**config.mk**
```make
export PLATFORM = sky130hd
export DESIGN_NAME = ps2_keycode_rx
export DESIGN_NICKNAME = d
export VERILOG_FILES = /design/src/rtl/ps2_pkg.sv /design/src/rtl/ps2_keycode_rx_sync_filter.sv /design/src/rtl/ps2_keycode_rx.sv
export SDC_FILE = /design/constraint.sdc
export NUM_CORES = 1
export LEC_CHECK = 0
export ABC_AREA = 1
export CAP_MARGIN = 15
export CORE_ASPECT_RATIO = 1.2
export CORE_MARGIN = 1.5
export CORE_UTILIZATION = 33
export DETAILED_ROUTE_END_ITERATION = 10
export PLACE_DENSITY = 0.46
export SYNTH_ARGS = -nofsm -noshare
export SYNTH_HDL_FRONTEND = slang
export SYNTH_SLANG_ARGS = --single-unit
```
**constraint.sdc**
```tcl
create_clock -name Clk -period 6.26 [get_ports Clk]
set_clock_uncertainty 0.2 [all_clocks]
set_input_delay 0.939 -clock Clk [delete_from_list [all_inputs] [get_ports Clk]]
set_output_delay 0.939 -clock Clk [all_outputs]
set_load 0.02 [all_outputs]
```
**src/rtl/ps2_pkg.sv**
```systemverilog
// ps2_pkg
// Shared definitions for the PS/2 keyboard receiver:
//   - frame_state_t : states of the serial frame FSM
//   - SC_E0 / SC_F0 : extended and break prefix bytes (scan-code set 2)
//   - SC_* / HID_*  : set-2 scan codes and USB HID usage codes of the mapped keys
//   - map_key()     : translates {ext, scan code} to {hit, HID code}
package ps2_pkg;

   typedef enum logic [1:0] {
      ST_IDLE,
      ST_DATA,
      ST_PARITY,
      ST_STOP
   } frame_state_t;

   localparam logic [7:0] SC_E0 = 8'hE0;
   localparam logic [7:0] SC_F0 = 8'hF0;

   localparam logic [7:0] SC_W      = 8'h1D;
   localparam logic [7:0] SC_A      = 8'h1C;
   localparam logic [7:0] SC_S      = 8'h1B;
   localparam logic [7:0] SC_D      = 8'h23;
   localparam logic [7:0] SC_ENTER  = 8'h5A;
   localparam logic [7:0] SC_X      = 8'h22;
   localparam logic [7:0] SC_ESC    = 8'h76;
   localparam logic [7:0] SC_LSHIFT = 8'h12;
   localparam logic [7:0] SC_UP     = 8'h75;
   localparam logic [7:0] SC_DOWN   = 8'h72;
   localparam logic [7:0] SC_LEFT   = 8'h6B;
   localparam logic [7:0] SC_RIGHT  = 8'h74;

   localparam logic [7:0] HID_W      = 8'h1A;
   localparam logic [7:0] HID_A      = 8'h04;
   localparam logic [7:0] HID_S      = 8'h16;
   localparam logic [7:0] HID_D      = 8'h07;
   localparam logic [7:0] HID_ENTER  = 8'h28;
   localparam logic [7:0] HID_X      = 8'h1B;
   localparam logic [7:0] HID_ESC    = 8'h29;
   localparam logic [7:0] HID_LSHIFT = 8'hE1;
   localparam logic [7:0] HID_UP     = 8'h52;
   localparam logic [7:0] HID_DOWN   = 8'h51;
   localparam logic [7:0] HID_LEFT   = 8'h50;
   localparam logic [7:0] HID_RIGHT  = 8'h4F;

   // Bit 8 of the result flags a mapped key; unmapped codes return all zeros.
   function automatic logic [8:0] map_key(input logic ext, input logic [7:0] code);
      logic [8:0] r;
      r = '0;
      if (ext) begin
         case (code)
            SC_UP:    r = {1'b1, HID_UP};
            SC_DOWN:  r = {1'b1, HID_DOWN};
            SC_LEFT:  r = {1'b1, HID_LEFT};
            SC_RIGHT: r = {1'b1, HID_RIGHT};
            default:  r = '0;
         endcase
      end else begin
         case (code)
            SC_W:      r = {1'b1, HID_W};
            SC_A:      r = {1'b1, HID_A};
            SC_S:      r = {1'b1, HID_S};
            SC_D:      r = {1'b1, HID_D};
            SC_ENTER:  r = {1'b1, HID_ENTER};
            SC_X:      r = {1'b1, HID_X};
            SC_ESC:    r = {1'b1, HID_ESC};
            SC_LSHIFT: r = {1'b1, HID_LSHIFT};
            default:   r = '0;
         endcase
      end
      return r;
   endfunction

endpackage

```
**src/rtl/ps2_keycode_rx_sync_filter.sv**
```systemverilog
// ps2_sync_filter
// Two-flop synchronizer, level filter and falling-edge detect for the PS/2 clock pin.
//   Clk   : system clock
//   Reset : synchronous active-low reset (filter comes up at the idle level 1)
//   pin   : raw asynchronous pin
//   fall  : one-cycle pulse when the filtered level goes 1 -> 0
module ps2_sync_filter #(
   parameter int FILTER_LEN = 8
) (
   input  logic Clk,
   input  logic Reset,
   input  logic pin,
   output logic fall
);

   localparam int CW = (FILTER_LEN > 1) ? $clog2(FILTER_LEN) : 1;

   logic          meta;
   logic          sync;
   logic          level;
   logic [CW-1:0] cnt;

   // The filtered level only follows the synchronized pin after FILTER_LEN
   // consecutive samples that disagree with it; any agreeing sample restarts
   // the count, so short glitches never reach the frame logic.
   always_ff @(posedge Clk) begin
      if (!Reset) begin
         meta  <= 1'b1;
         sync  <= 1'b1;
         level <= 1'b1;
         cnt   <= '0;
         fall  <= 1'b0;
      end else begin
         meta <= pin;
         sync <= meta;
         fall <= 1'b0;
         if (sync == level) begin
            cnt <= '0;
         end else if (cnt == CW'(FILTER_LEN - 1)) begin
            level <= sync;
            cnt   <= '0;
            fall  <= level;
         end else begin
            cnt <= cnt + CW'(1);
         end
      end
   end

endmodule

```
**src/rtl/ps2_keycode_rx.sv**
```systemverilog
// ps2_keycode_rx
// PS/2 keyboard receiver: frames set-2 scan codes, tracks E0/F0 prefixes and
// keeps the HID code of the most recently pressed mapped key.
//   Clk       : system clock
//   Reset     : synchronous active-low reset
//   PS2_CLK   : keyboard clock pin (asynchronous)
//   PS2_DAT   : keyboard data pin (asynchronous)
//   keycode   : HID code of the held key, 8'h00 when none
//   key_event : one-cycle pulse whenever keycode changes
//   frame_err : one-cycle pulse when a frame is discarded
module ps2_keycode_rx
   import ps2_pkg::*;
#(
   parameter int FILTER_LEN     = 8,
   parameter int TIMEOUT_CYCLES = 50000
) (
   input  logic       Clk,
   input  logic       Reset,
   input  logic       PS2_CLK,
   input  logic       PS2_DAT,
   output logic [7:0] keycode,
   output logic       key_event,
   output logic       frame_err
);

   localparam int TW = $clog2(TIMEOUT_CYCLES + 1);

   frame_state_t  state;
   frame_state_t  state_next;
   logic          fall;
   logic          dat_meta;
   logic          dat;
   logic [2:0]    bit_cnt;
   logic [7:0]    shift;
   logic          par_ok;
   logic [TW-1:0] tcnt;
   logic          timeout;
   logic          start_err;
   logic          stop_bad;
   logic          byte_done;
   logic          byte_valid;
   logic          ext;
   logic          brk;
   logic [8:0]    lookup;

   ps2_sync_filter #(
      .FILTER_LEN (FILTER_LEN)
   ) u_clk_filter (
      .Clk   (Clk),
      .Reset (Reset),
      .pin   (PS2_CLK),
      .fall  (fall)
   );

   // Frame state register.
   always_ff @(posedge Clk) begin
      if (!Reset) begin
         state <= ST_IDLE;
      end else begin
         state <= state_next;
      end
   end

   // Next-state logic; a timeout outranks everything else outside IDLE.
   always_comb begin
      state_next = state;
      if (timeout) begin
         state_next = ST_IDLE;
      end else if (fall) begin
         case (state)
            ST_IDLE:   if (!dat) state_next = ST_DATA;
            ST_DATA:   if (bit_cnt == 3'd7) state_next = ST_PARITY;
            ST_PARITY: state_next = ST_STOP;
            ST_STOP:   state_next = ST_IDLE;
            default:   state_next = ST_IDLE;
         endcase
      end
   end

   // Frame outcome strobes, registered one cycle later as frame_err/byte_valid.
   always_comb begin
      timeout   = 1'b0;
      start_err = 1'b0;
      stop_bad  = 1'b0;
      byte_done = 1'b0;
      if (state != ST_IDLE && !fall && tcnt >= TW'(TIMEOUT_CYCLES - 1)) begin
         timeout = 1'b1;
      end
      if (fall) begin
         case (state)
            ST_IDLE: start_err = dat;
            ST_STOP: begin
               byte_done = dat & par_ok;
               stop_bad  = ~(dat & par_ok);
            end
            default: ;
         endcase
      end
   end

   // Data synchronizer, shift register, parity capture and the saturating
   // idle counter. The shift register is left untouched after the stop bit,
   // so it still holds the accepted byte while byte_valid is high.
   always_ff @(posedge Clk) begin
      if (!Reset) begin
         dat_meta   <= 1'b1;
         dat        <= 1'b1;
         bit_cnt    <= '0;
         shift      <= '0;
         par_ok     <= 1'b0;
         tcnt       <= '0;
         byte_valid <= 1'b0;
         frame_err  <= 1'b0;
      end else begin
         dat_meta   <= PS2_DAT;
         dat        <= dat_meta;
         frame_err  <= start_err | stop_bad | timeout;
         byte_valid <= byte_done;
         if (fall) begin
            tcnt <= '0;
         end else if (tcnt != TW'(TIMEOUT_CYCLES)) begin
            tcnt <= tcnt + TW'(1);
         end
         if (state == ST_IDLE) begin
            bit_cnt <= '0;
         end else if (fall && state == ST_DATA) begin
            shift   <= {dat, shift[7:1]};
            bit_cnt <= bit_cnt + 3'd1;
         end
         if (fall && state == ST_PARITY) begin
            par_ok <= ^{shift, dat};
         end
      end
   end

   assign lookup = map_key(ext, shift);

   // Prefix tracking and key update. A break only releases the key that is
   // currently shown; a make equal to the current code is a typematic repeat
   // and produces no event.
   always_ff @(posedge Clk) begin
      if (!Reset) begin
         ext       <= 1'b0;
         brk       <= 1'b0;
         keycode   <= 8'h00;
         key_event <= 1'b0;
      end else begin
         key_event <= 1'b0;
         if (frame_err) begin
            ext <= 1'b0;
            brk <= 1'b0;
         end else if (byte_valid) begin
            if (shift == SC_E0) begin
               ext <= 1'b1;
            end else if (shift == SC_F0) begin
               brk <= 1'b1;
            end else begin
               ext <= 1'b0;
               brk <= 1'b0;
               if (lookup[8]) begin
                  if (brk) begin
                     if (keycode == lookup[7:0]) begin
                        keycode   <= 8'h00;
                        key_event <= 1'b1;
                     end
                  end else if (keycode != lookup[7:0]) begin
                     keycode   <= lookup[7:0];
                     key_event <= 1'b1;
                  end
               end
            end
         end
      end
   end

endmodule
```
==> reports/summary.md, run 1 <==
The flow ran to the end, and the final reports show no timing, DRC or antenna violations. After layout, the design draws a total of 0.556 mW. The category of the critical setup timing path is in -> reg.

Clock tree synthesis inserted a total of 5 buffers. The tools report the non-filler instance count after layout as 594. The count of antenna-violating nets left after detailed routing was 0; the routed wirelength normalized by instance count was 11.2 um.

The mean post-synth cell area is 6.49 um2, and the cell count of the worst hold path is 1. The chip width is 90.1 um, and the fraction of post-synthesis cell area in the top cell type by area is 34.7%. The launch point of the worst path was Reset. The worst setup path is captured at a flop. Dividing the detail-routed via count by the number of cells gives 4.52.

Max-cap violations in this run came to 0. In this run the worst hold path is classified as reg -> reg. Of all cell types, the one taking the most synthesized area is sky130_fd_sc_hd__dfxtp_1. The worst slack at placement was 2.48 ns.

The run gives 0 as the max-slew violation total from the final report. In this run the critical register-to-register path is captured at keycode[2]. For this design, the slowest cell found on the critical path is sky130_fd_sc_hd__clkdlybuf4s50_1. The number of buffers and inverters on the critical path is 3.

Once placement completed, the tool counted placed cells totaling 586. The share of the Yosys chip area taken by registers is 34.7%. For the via count of the first global-routing pass, the log shows 2673. The shortest clock period the worst path allows after layout was 3.35 ns. In this run the cell area of the synthesized design comes to 3000 um2. The tools report the weighted congestion reported at the end of routability-driven placement as 0.851. The post-synthesis register bit count came out at 52.

The total number of placement rows was 37. The run gives 3.44 ns as the register-to-register setup slack. The Yosys warning count is 0.

The signal on the critical path passes through clkdlybuf4s50_1 > inv_1 > nor2_1 > inv_1 > a211oi_1. Sorting the synthesized cells by area gives the leading types as sky130_fd_sc_hd__dfxtp_1, sky130_fd_sc_hd__nand2_1, sky130_fd_sc_hd__nor2_1, sky130_fd_sc_hd__inv_1, sky130_fd_sc_hd__nand3_1. The worst hold slack came out at 0.224 ns.

After detailed routing, the number of remaining DRC violations is 0. The netlist uses 29 different library cells. Setup repair after global routing left no endpoint under its margin. Setup violations remaining at the end of the flow were counted as 0. The layout overhead on the synthesized area was 11.2%. Summing over every cut layer, the via total after detailed routing is 2685. At the end of the flow, the number of nets in the layout was 492. The worst hold endpoint was u_clk_filter.sync. The first global-routing pass estimated 11800 um of wire.

The quantity of gates resized following cts was 0. Power spread over the standard cell area amounts to 167 nW/um2. The die outline height was 108 um. STA classifies the critical path startpoint as a primary input.

For the maximum buffer depth of the clock tree, the log shows 2. The length of the first detailed-routing pass in iterations is 4, and the highest fanout seen on the critical path is 17. The tree built by TritonCTS fans out to 52 sinks.

In this run the critical register-to-register path is launched from shift[5]. The tools report the start point of the worst min-delay path as u_clk_filter.meta. For the total detailed-routing wirelength, the log shows 6640 um.

The sum of net half-perimeters after detailed placement is 5180 um, and the worst ir drop on vdd is 85.6 uV. The run gives 8700 um2 as the core area. The clock latency on the worst-skew pair was 0.31 ns.

For this block, the initial DRC count from the detailed router was 79. The logs give 0 for the initial antenna violation count and 6.29 ns for the critical path required time. Summed over all failing endpoints, the final setup total negative slack is 0 ns. On the critical path the largest part of the delay comes from buffers and inverters.

In the post-route analysis, the smallest setup slack over all paths is 2.91 ns. The post-route netlist has 7.55% of its cells at a drive strength greater than 1. The run gives 34.5% as the initial cell density of the core.

The cell seen most often among critical-path stages was sky130_fd_sc_hd__inv_1. The maximum clock frequency was 299 MHz; the number of diodes was 0. The number of levels in the clock H-tree is 2. For the pin with the worst max-slew slack, the measured transition is 0.894 ns. The path depth of the worst reg2reg path is 19, and the hold violation count in the final report is 0. Number of buffers added to fix hold violations after cts: 0.

The post-synthesis net count is 479, and the worst-case headroom to the max-slew limit is 40.2%. The leftover overflow at the end of global routing is 0. 14 I/O pins were placed. TritonCTS built the clock tree. The leakage power figure came out at 1.53 nW.

During placement, the flow inserted port buffers numbering 13. The cell count after synthesis came out at 463. For the maximum number of pins on one net before global-route repair, the log shows 18. In the global route stage, overall resource usage came out at 15.0%. The run gives 9690 um2 as the area of the die. In this design, the stage delay of the slowest critical-path cell is 0.84 ns. The worst path arrival time was 3.38 ns; the final clock period utilization by the worst path was 53.5%. The run gives 0 as the buffer count from post-CTS setup fixing. Clock-pin slew was measured on the worst setup and hold paths at 0.11 ns. Clock root buffer: sky130_fd_sc_hd__clkbuf_8.
-- synth_stat cells --
cell type	count
sky130_fd_sc_hd__nand2_1	116
sky130_fd_sc_hd__nor2_1	67
sky130_fd_sc_hd__inv_1	64
sky130_fd_sc_hd__dfxtp_1	52
sky130_fd_sc_hd__nand3_1	45
sky130_fd_sc_hd__a21oi_1	29
sky130_fd_sc_hd__o21ai_0	22
sky130_fd_sc_hd__ha_1	12
sky130_fd_sc_hd__nor2_2	6
sky130_fd_sc_hd__inv_2	5
sky130_fd_sc_hd__nor3_1	5
sky130_fd_sc_hd__or2_2	4
sky130_fd_sc_hd__xnor2_1	4
sky130_fd_sc_hd__buf_2	3
sky130_fd_sc_hd__clkbuf_1	3
sky130_fd_sc_hd__nand2_2	3
sky130_fd_sc_hd__nand2_4	3
sky130_fd_sc_hd__nor2_4	3
sky130_fd_sc_hd__nor4_1	3
sky130_fd_sc_hd__xor2_1	3
sky130_fd_sc_hd__a211oi_1	2
sky130_fd_sc_hd__nand3_2	2
sky130_fd_sc_hd__a31oi_1	1
sky130_fd_sc_hd__buf_4	1
sky130_fd_sc_hd__nand3_4	1
sky130_fd_sc_hd__nand3b_1	1
sky130_fd_sc_hd__nor2_8	1
sky130_fd_sc_hd__o21ai_1	1
sky130_fd_sc_hd__o31ai_1	1
-- area by class of cell --
type,count,area [um2]
inverters,69,259
fillers,1009,5360
well taps,117,146
repair buffers,13,130
clock inverters,3,23.8
multi-input cells,335,1670
flip-flops and latches,52,1040
clock buffers,5,68.8
-- where the power goes --
group | total (mW) | switching [mW] | internal, mW | leakage [nW]
logic | 0.0151 | 0.00920 | 0.00590 | 1.07
clock network | 0.205 | 0.125 | 0.0796 | 0.0404
registers | 0.336 | 0.00274 | 0.334 | 0.420
-- routing by layer --
layer,global-route usage [%],part of all wire [%],vias up
met1,17.5,48,1185
met3,1.91,1.1,9
met4,5.10,1.6,0
met2,28.2,49,14
met5,0,0,-
li1,-,-,1477
-- metrics by stage --
stage / area, um2 / utilization, %
3_3_place_gp: 3250 / 37.3
4_1_cts: 3340 / 38.4
5_1_grt: 3340 / 38.4
6_report: 3340 / 38.4
3_5_place_dp: 3250 / 37.3
2_1_floorplan: 3000 / -
-- sequential cells by signal, summed over array words and instances (netlist names), 2 cells and up --
signal and count:
bit_cnt 3, tcnt 16, shift 8, u_clk_filter.cnt 3, state 2, keycode 8
-- how the worst max path moves through the flow --
| stage | to | slack, ns | cells past startpoint |
|---|---|---|---|
| 2_1_floorplan | keycode[2] | 3.89 | 18 |
| 3_3_place_gp | tcnt[6] | 2.54 | 5 |
| 3_5_place_dp | tcnt[6] | 2.48 | 5 |
| 4_1_cts | tcnt[6] | 2.84 | 5 |
| 5_1_grt | tcnt[6] | 2.57 | 5 |
| 6_report | tcnt[6] | 2.91 | 5 |
-- layout by cell type, fill, tap and decap left out, drive strengths merged, types with 2 or more instances in the layout --
master,instances
a211oi,2
nor4,3
dfxtp,52
clkdlybuf4s50,13
a21oi,29
clkbuf,5
xor2,3
o21ai,23
nand3,48
nand2,122
nor3,5
or2,4
clkinvlp,2
inv,69
xnor2,4
nor2,77
ha,12
-- logic make-up after synthesis --
family / count (synthesis) / share of synthesized area [%]
simple gates: 260 / 38.9
buf+inv: 76 / 9.75
compound gates: 56 / 9.62
flops: 52 / 34.7
fa+ha+maj: 12 / 5.00
xor+xnor: 7 / 2.04
Note: power is estimated with default switching activity, not from simulation.
==> run 2: changes to the inputs <==
==> constraint.sdc (replaced) <==
create_clock -name Clk -period 3.3 [get_ports Clk]
set_clock_uncertainty 0.2 [all_clocks]
set_input_delay 0.495 -clock Clk [delete_from_list [all_inputs] [get_ports Clk]]
set_output_delay 0.495 -clock Clk [all_outputs]
set_load 0.02 [all_outputs]
==> run 2 against run 1 <==
  * Die area unchanged
  * Combinational power is 110% higher
  * First-iteration DRC count is 1.3% higher
  * Register-to-register slack got worse by 2.9 ns
  * Sequential share of layout area down 0.10 points
  * Global-route usage is 0.26 points higher
  * Sequential power is 90% higher
  * Wire length increased by 2.7%
  * Critical path depth is 14 higher
  * Hold slack got worse by 0.0017 ns
==> reports/summary.md, run 2 (synthesis gave the netlist of run 1 again) <==
The initial antenna violation count is 0. Dividing the detail-routed via count by the number of cells gives 4.56. The count of buffers inserted at the top-level ports was 13; the setup TNS was 0 ns. For the finished layout, the period the worst path requires is 2.75 ns. For the worst setup path, the data arrival time is 2.80 ns.

Leaving out fill and tap cells, the most frequent cell in the layout is sky130_fd_sc_hd__nand2_1. Overall global routing resource usage: 15.3%. Buffers added to address setup during post-CTS repair amount to 0.

Summed over all cells, the static leakage comes to 1.54 nW. Layout overhead on the synthesized area: 11.5%. In the layout the commonest cells are sky130_fd_sc_hd__nand2_1, sky130_fd_sc_hd__nor2_1, sky130_fd_sc_hd__inv_1. Setup repair after global routing left no endpoint under its margin.

Max-cap violations in this run came to 0. The area of the die is 9690 um2, and the worst hold slack is 0.222 ns. The logs give 2715 for the via count of the first global-routing pass and 0 for the final-report setup violation count. The clock buffer count from CTS was 5. The final critical path takes up 83.4% of the cycle. Chip width: 90.1 um. The critical path goes through inv_1 > nor2_2 > nand2_2 > nor2_2 > nand2_1 > nand2_1 > nand2_1 > nand2_1 > nand3_1 > nor2_1 > nand3_1 > ha_1 > nor2_1 > nand2_1 > nor2_4 > nand2_4 > nand2_1 > nand2_1 > nor2_1. The max-slew violation total from the final report was 0. The DRC violations left came out at 0.

Summing over every cut layer, the via total after detailed routing is 2716. The H-tree was split into 2 levels. The register bank with the most flops is tcnt. The fill cell total of the finished layout was 960. The tightest min-delay check is of the reg -> reg type.

For the pin with the worst max-slew slack, the measured transition is 0.924 ns. The number of buffers added to fix hold violations after cts was 0. Once the floorplan was initialized, standard cells occupied 34.5% of the core.

The highest fanout seen on the critical path is 10, and the maximum number of pins on one net before global-route repair is 17. The I/O pin count is 14. The clock latency on the worst-skew pair was 0.30 ns; the total power was 1.03 mW. The flip-flop count of the largest register after layout was 16. The worst setup path is of the reg -> reg kind. The non-filler instance count after layout was 596. The tools report the clock root buffer as sky130_fd_sc_hd__clkbuf_8.

The power per cell area was 307 nW/um2; the quantity of gates resized following cts was 0. STA classifies the critical path endpoint as a flop. Cell seen most often among critical-path stages: sky130_fd_sc_hd__nand2_1. The number of DRC violations after detailed-routing iteration 0 came out at 80. The routed wirelength normalized by instance count was 11.4 um.

The critical path required time was 3.34 ns. The fraction of final layout cells with drive strength greater than 1 was 7.93%; the multi-input logic area was 1670 um2. Leftover overflow at the end of global routing: 0. Across the whole layout, storage elements account for 1040 um2. After clock tree synthesis, the clock-pin slew on the worst setup and hold paths is 0.10 ns. The launch point of the worst path was shift[4]. The sum of net half-perimeters after detailed placement came out at 5420 um. Measured along the y axis, the die boundary spans 108 um. The hold violation count in the final report came out at 0. The slowest stage of the critical path belongs to the cell sky130_fd_sc_hd__dfxtp_1. The global-route wire length before repair came out at 12000 um. Measured against its own limit, the worst slew margin works out to 38.2%. Number of clock sinks: 52.

STA classifies the critical path startpoint as a flop. The clock passes through at most 2 buffers. The count of nets after finishing was 495. The maximum single-stage delay on the critical path was 0.44 ns; the total number of placement rows was 37.

TritonCTS built the clock tree. Once detail routing completed, the nets flagged for antenna violations numbered 0. For this block, the routed nets add up to 6810 um of wire. The run gives 8700 um2 as the core area. The largest registers in the layout are tcnt: 16 flops, keycode: 8 flops, shift: 8 flops. The number of antenna diodes in the final layout is 0. Once placement completed, the tool counted placed cells totaling 589.

The flow ran to the end, and the final reports show no timing, DRC or antenna violations. The length of the first detailed-routing pass in iterations was 6. Routability-driven placement finished with a final weighted congestion of 0.954. The logs give 160 uV for the worst ir drop on vdd and 364 MHz for the maximum clock frequency. The tools report the start point of the worst min-delay path as dat_meta.

The worst register-to-register path begins at shift[4].
[run 2: path summary, 6_finish.rpt]
path	endpoint	slack (ns)	cells past startpoint
worst max-delay path	keycode[2]	0.55	19
worst min register to register	dat	0.22	1
worst max register to register	keycode[2]	0.55	19
worst min-delay path	dat	0.22	1
[run 2: cell type report]
class | count | share of cell area (%)
clock buffer | 5 | 2.05
clock inverter | 2 | 0.373
inverter | 69 | 7.73
multi-input combinational | 335 | 49.9
sequential | 52 | 31.1
tap | 117 | 4.37
timing repair buffer | 16 | 4.56
[run 2: critical path: cells and delay by family (launching register included)]
family	cells	cell delay [ns]
buffers and inverters	1	0.12
AND/OR/NAND/NOR	17	1.75
flip-flops	1	0.44
adder cells (fa/ha/maj)	1	0.19
[run 2: per-layer routing]
metal	up-vias	routed length [um]	GRT usage [%]
li1	1479	-	-
met1	1195	3020	16.8
met2	32	3500	29.7
met3	10	166	2.47
met4	0	126	5.10
met5	-	0	0
[run 2: where the power goes]
group          total [mW]  switching, mW  internal, mW
Clock               0.358          0.213         0.144
Sequential          0.638        0.00554         0.633
Combinational      0.0318         0.0183        0.0135
Total                1.03          0.237         0.791
[run 2: through the flow]
step / util, % / area [um2] / setup slack [ns]
6_report: 38.5 / 3350 / 0.549
5_1_grt: 38.5 / 3350 / 0.176
4_1_cts: 38.5 / 3350 / 0.550
3_5_place_dp: 37.6 / 3270 / 0.548
3_3_place_gp: 37.6 / 3270 / 0.555
2_1_floorplan: - / 3000 / 0.932
==> run 3: changes to the inputs <==
--- a/config.mk
+++ b/config.mk
@@ -11,7 +11,7 @@
 export CORE_MARGIN = 1.5
 export CORE_UTILIZATION = 33
 export DETAILED_ROUTE_END_ITERATION = 10
-export PLACE_DENSITY = 0.46
+export PLACE_DENSITY = 0.48
 export SYNTH_ARGS = -nofsm -noshare
 export SYNTH_HDL_FRONTEND = slang
 export SYNTH_SLANG_ARGS = --single-unit
==> constraint.sdc (replaced) <==
create_clock -name Clk -period 2.2 [get_ports Clk]
set_clock_uncertainty 0.2 [all_clocks]
set_input_delay 0.33 -clock Clk [delete_from_list [all_inputs] [get_ports Clk]]
set_output_delay 0.33 -clock Clk [all_outputs]
set_load 0.02 [all_outputs]
==> run 3 against run 2 <==
  * The flow now finishes with violations (setup timing)
  * Core utilization increased by 7.5 points
  * Wire length increased by 6.6%
  * Sequential cell count unchanged
  * Final area increased by 20%
  * Via count up 8.4%
  * Critical path depth grew 1
  * First-iteration DRC count down 24%
  * Setup slack worse by 0.94 ns
==> reports/summary.md, run 3 (synthesis gave the netlist of run 1 again) <==
In the final layout, the registers with the most flip-flops are tcnt: 16 flops, keycode: 8 flops, shift: 8 flops. The register bank with the most flops was tcnt. The maximum buffer depth of the clock tree was 2. In this run, the number of DRC markers left after iteration 0 of detailed routing was 61. The tools report the core area as 8700 um2.

In this run the critical register-to-register path is launched from shift[3]. The leakage power figure was 1.84 nW. The logs give 4 for the length of the first detailed-routing pass in iterations and 386 MHz for the maximum clock frequency. Buffers inserted during clock tree synthesis total 5. For the met1 track demand over resource in global routing, the log shows 18.0%.

The total power was 1.58 mW; the hold violation count in the final report was 0. The tools report the DRC violations left as 0. For the finished layout, the period the worst path requires is 2.59 ns. The layout overhead on the synthesized area is 33.3%.

The ratio of routed vias to standard cells is 4.62. The global-route layer with the greatest usage was met2. The floorplan has 37 rows. The tools report the worst path setup slack after routing as -0.390 ns. The worst setup path is of the reg -> reg kind.

The total detailed-routing wirelength is 7260 um. Chip width: 90.1 um. Entering global routing, the biggest net connects 17 pins. The net count of the finished layout is 535. The via count of the first global-routing pass is 2828. The library cell used most frequently in the layout, excluding fill and tap cells, is sky130_fd_sc_hd__nand2_1. Along the worst path, the maximum fanout reaches 8. Fill cells in the final layout number 950. The tools report the met2 routing resource usage after global routing as 29.8%. Leaving out fill and tap cells, the most frequent cells in the layout are sky130_fd_sc_hd__nand2_1, sky130_fd_sc_hd__inv_1, sky130_fd_sc_hd__nor2_1. The tools report the clock root buffer as sky130_fd_sc_hd__clkbuf_8.

The most critical setup path has its startpoint at shift[3]. For the worst setup path, the data arrival time is 2.66 ns. At the pin with the least slew margin, the transition time is 0.538 ns. The max-capacitance violation count came out at 0.

The final clock period utilization by the worst path works out to 118%. In this run the register-to-register setup slack is -0.39 ns. The logs give 2945 for the via count and 3600 um2 for the placement-stage cell area.

The worst min-delay path category was reg -> reg. The initial antenna violation count is 0, and the critical path required time is 2.27 ns. The initial cell density of the core is 34.5%, and the I/O pin count is 14. With fillers left out, the area of the finished cells amounts to 4010 um2. The number of antenna diodes in the final layout is 0. The critical path capture point type was a flop. The multi-input logic area was 1960 um2; the routed wirelength normalized by instance count was 11.4 um.

At the end of routability-driven placement, the weighted congestion stood at 0.911. The flip-flop count of the largest register after layout was 16. Setup repair after global routing could not meet its margin everywhere.

The area of the die is 9690 um2, and the clock transition at the registers of the reported paths is 0.11 ns. The tools report the sum of net half-perimeters after detailed placement as 5570 um. The die is 108 um tall. Counting cells, the worst reg-to-reg path comes to 20. TritonCTS built the clock tree. The worst ir drop on vdd was 287 uV.

The worst pin sits at a relative slew slack of 64.1%. For the final routed database, the setup TNS stands at -3.03 ns. The run finished, with violations left. The final reports fail on setup timing.

Clock tree synthesis found a total of 52 sinks. Overall global routing resource usage: 15.9%. The global-route wire length before repair is 12500 um, and the fraction of final layout cells with drive strength greater than 1 is 27.9%. Setup violations remaining at the end of the flow were counted as 9. In this run the power density over the cells is 394 nW/um2. In the global route stage, met3 resource usage came out at 2.19%. The run gives 0 as the leftover overflow at the end of global routing. The max-slew violation total from the final report was 0; the count of antenna-violating nets left after detailed routing was 0. Clock latency on the worst-skew pair, taken at its later pin, is 0.31 ns. Sort of element at the start of the critical path: a flop.

The number of levels in the clock H-tree is 2, and the number of buffers added to fix hold violations after cts is 0. The worst register-to-register path ends at keycode[2]. Registers take 1070 um2. The capturing instance or port of the critical path was keycode[2]. The count of buffers added on input and output ports is 13.
run 3: cell types whose count changed in the layout (fill, tap and decap cells not counted), moves of 7 or more:
| cell | previous run | this run |
|---|---|---|
| sky130_fd_sc_hd__buf_4 | 3 | 40 |
| sky130_fd_sc_hd__dfxtp_1 | 52 | 44 |
| sky130_fd_sc_hd__dfxtp_4 | 0 | 8 |
| sky130_fd_sc_hd__nand2_1 | 116 | 86 |
| sky130_fd_sc_hd__nand2_2 | 3 | 27 |
| sky130_fd_sc_hd__nand2_4 | 3 | 10 |
| sky130_fd_sc_hd__nand3_1 | 45 | 38 |
| sky130_fd_sc_hd__nor2_1 | 67 | 52 |
| sky130_fd_sc_hd__nor2_4 | 3 | 15 |
run 3: worst min-delay path by stage:
stage,depth (start not counted),from,end
after floorplan,1,dat_meta,dat
after global placement,1,dat_meta,dat
after detailed placement,1,dat_meta,dat
after CTS,1,dat_meta,dat
after global routing,1,dat_meta,dat
final,1,u_clk_filter.meta,u_clk_filter.sync
run 3: final cells by class:
| cell class | count | share of cell area [%] |
|---|---|---|
| Clock inverter | 2 | 0.406 |
| Multi-Input combinational cell | 336 | 48.9 |
| Clock buffer | 6 | 1.81 |
| Timing Repair Buffer | 55 | 11.5 |
| Inverter | 69 | 6.97 |
| Sequential cell | 52 | 26.7 |
| Tap cell | 117 | 3.66 |
run 3: report_power, final:
part           internal (mW)  switching (mW)  leakage, nW  total [mW]
sequential             0.939         0.00775        0.427       0.947
combinational         0.0202          0.0275         1.37      0.0478
clock                  0.228           0.357       0.0414       0.585
total                   1.19           0.392         1.84        1.58
run 3: per-layer routing:
| layer | part of all wire, % | routed length [um] | vias up |
|---|---|---|---|
| met2 | 51 | 3680 | 32 |
| met4 | 3.2 | 229 | 0 |
| met1 | 44 | 3210 | 1326 |
| met3 | 2.0 | 144 | 19 |
| li1 | - | - | 1568 |
| met5 | 0 | 0 | - |
run 3: worst max-delay path, stage by stage, from the launching register on:
cell and delay [ns]:
sky130_fd_sc_hd__dfxtp_4 0.39, sky130_fd_sc_hd__inv_6 0.08, sky130_fd_sc_hd__nand2_4 0.06, sky130_fd_sc_hd__nor2_4 0.17, sky130_fd_sc_hd__nand2_1 0.08, sky130_fd_sc_hd__nand2_2 0.13, sky130_fd_sc_hd__inv_4 0.06, sky130_fd_sc_hd__nand3_4 0.07
sky130_fd_sc_hd__nand2_1 0.05, sky130_fd_sc_hd__nand2_1 0.05, sky130_fd_sc_hd__nand2_1 0.06, sky130_fd_sc_hd__nor2_1 0.10, sky130_fd_sc_hd__nand3_1 0.09, sky130_fd_sc_hd__ha_2 0.18, sky130_fd_sc_hd__nor2_2 0.11, sky130_fd_sc_hd__nand2_2 0.07
sky130_fd_sc_hd__nor2_4 0.25, sky130_fd_sc_hd__nand2_4 0.12, sky130_fd_sc_hd__nand2_1 0.07, sky130_fd_sc_hd__nand2_1 0.06, sky130_fd_sc_hd__nor2_1 0.08
run 3: through the flow:
step / worst slack, ns / hold slack, ns / instances / utilization [%]
detailed placement: -0.443 / 0.202 / 624 / 41.4
global placement: -0.441 / 0.198 / 624 / 41.4
CTS: -0.280 / 0.227 / 635 / 44.3
floorplan: -0.113 / 0.193 / 463 / -
finish: -0.390 / 0.218 / 637 / 46.0
global route: -0.594 / 0.236 / 637 / 46.0
run 3: timing repair:
action | 4_1_cts | 5_1_grt
cloned | 1 | 0
resized for setup | 45 | 41
pin swaps | 15 | 28
buffers inserted | 2 | 2
hold endpoints to repair | 0 | 0
setup endpoints to repair | 9 | 15
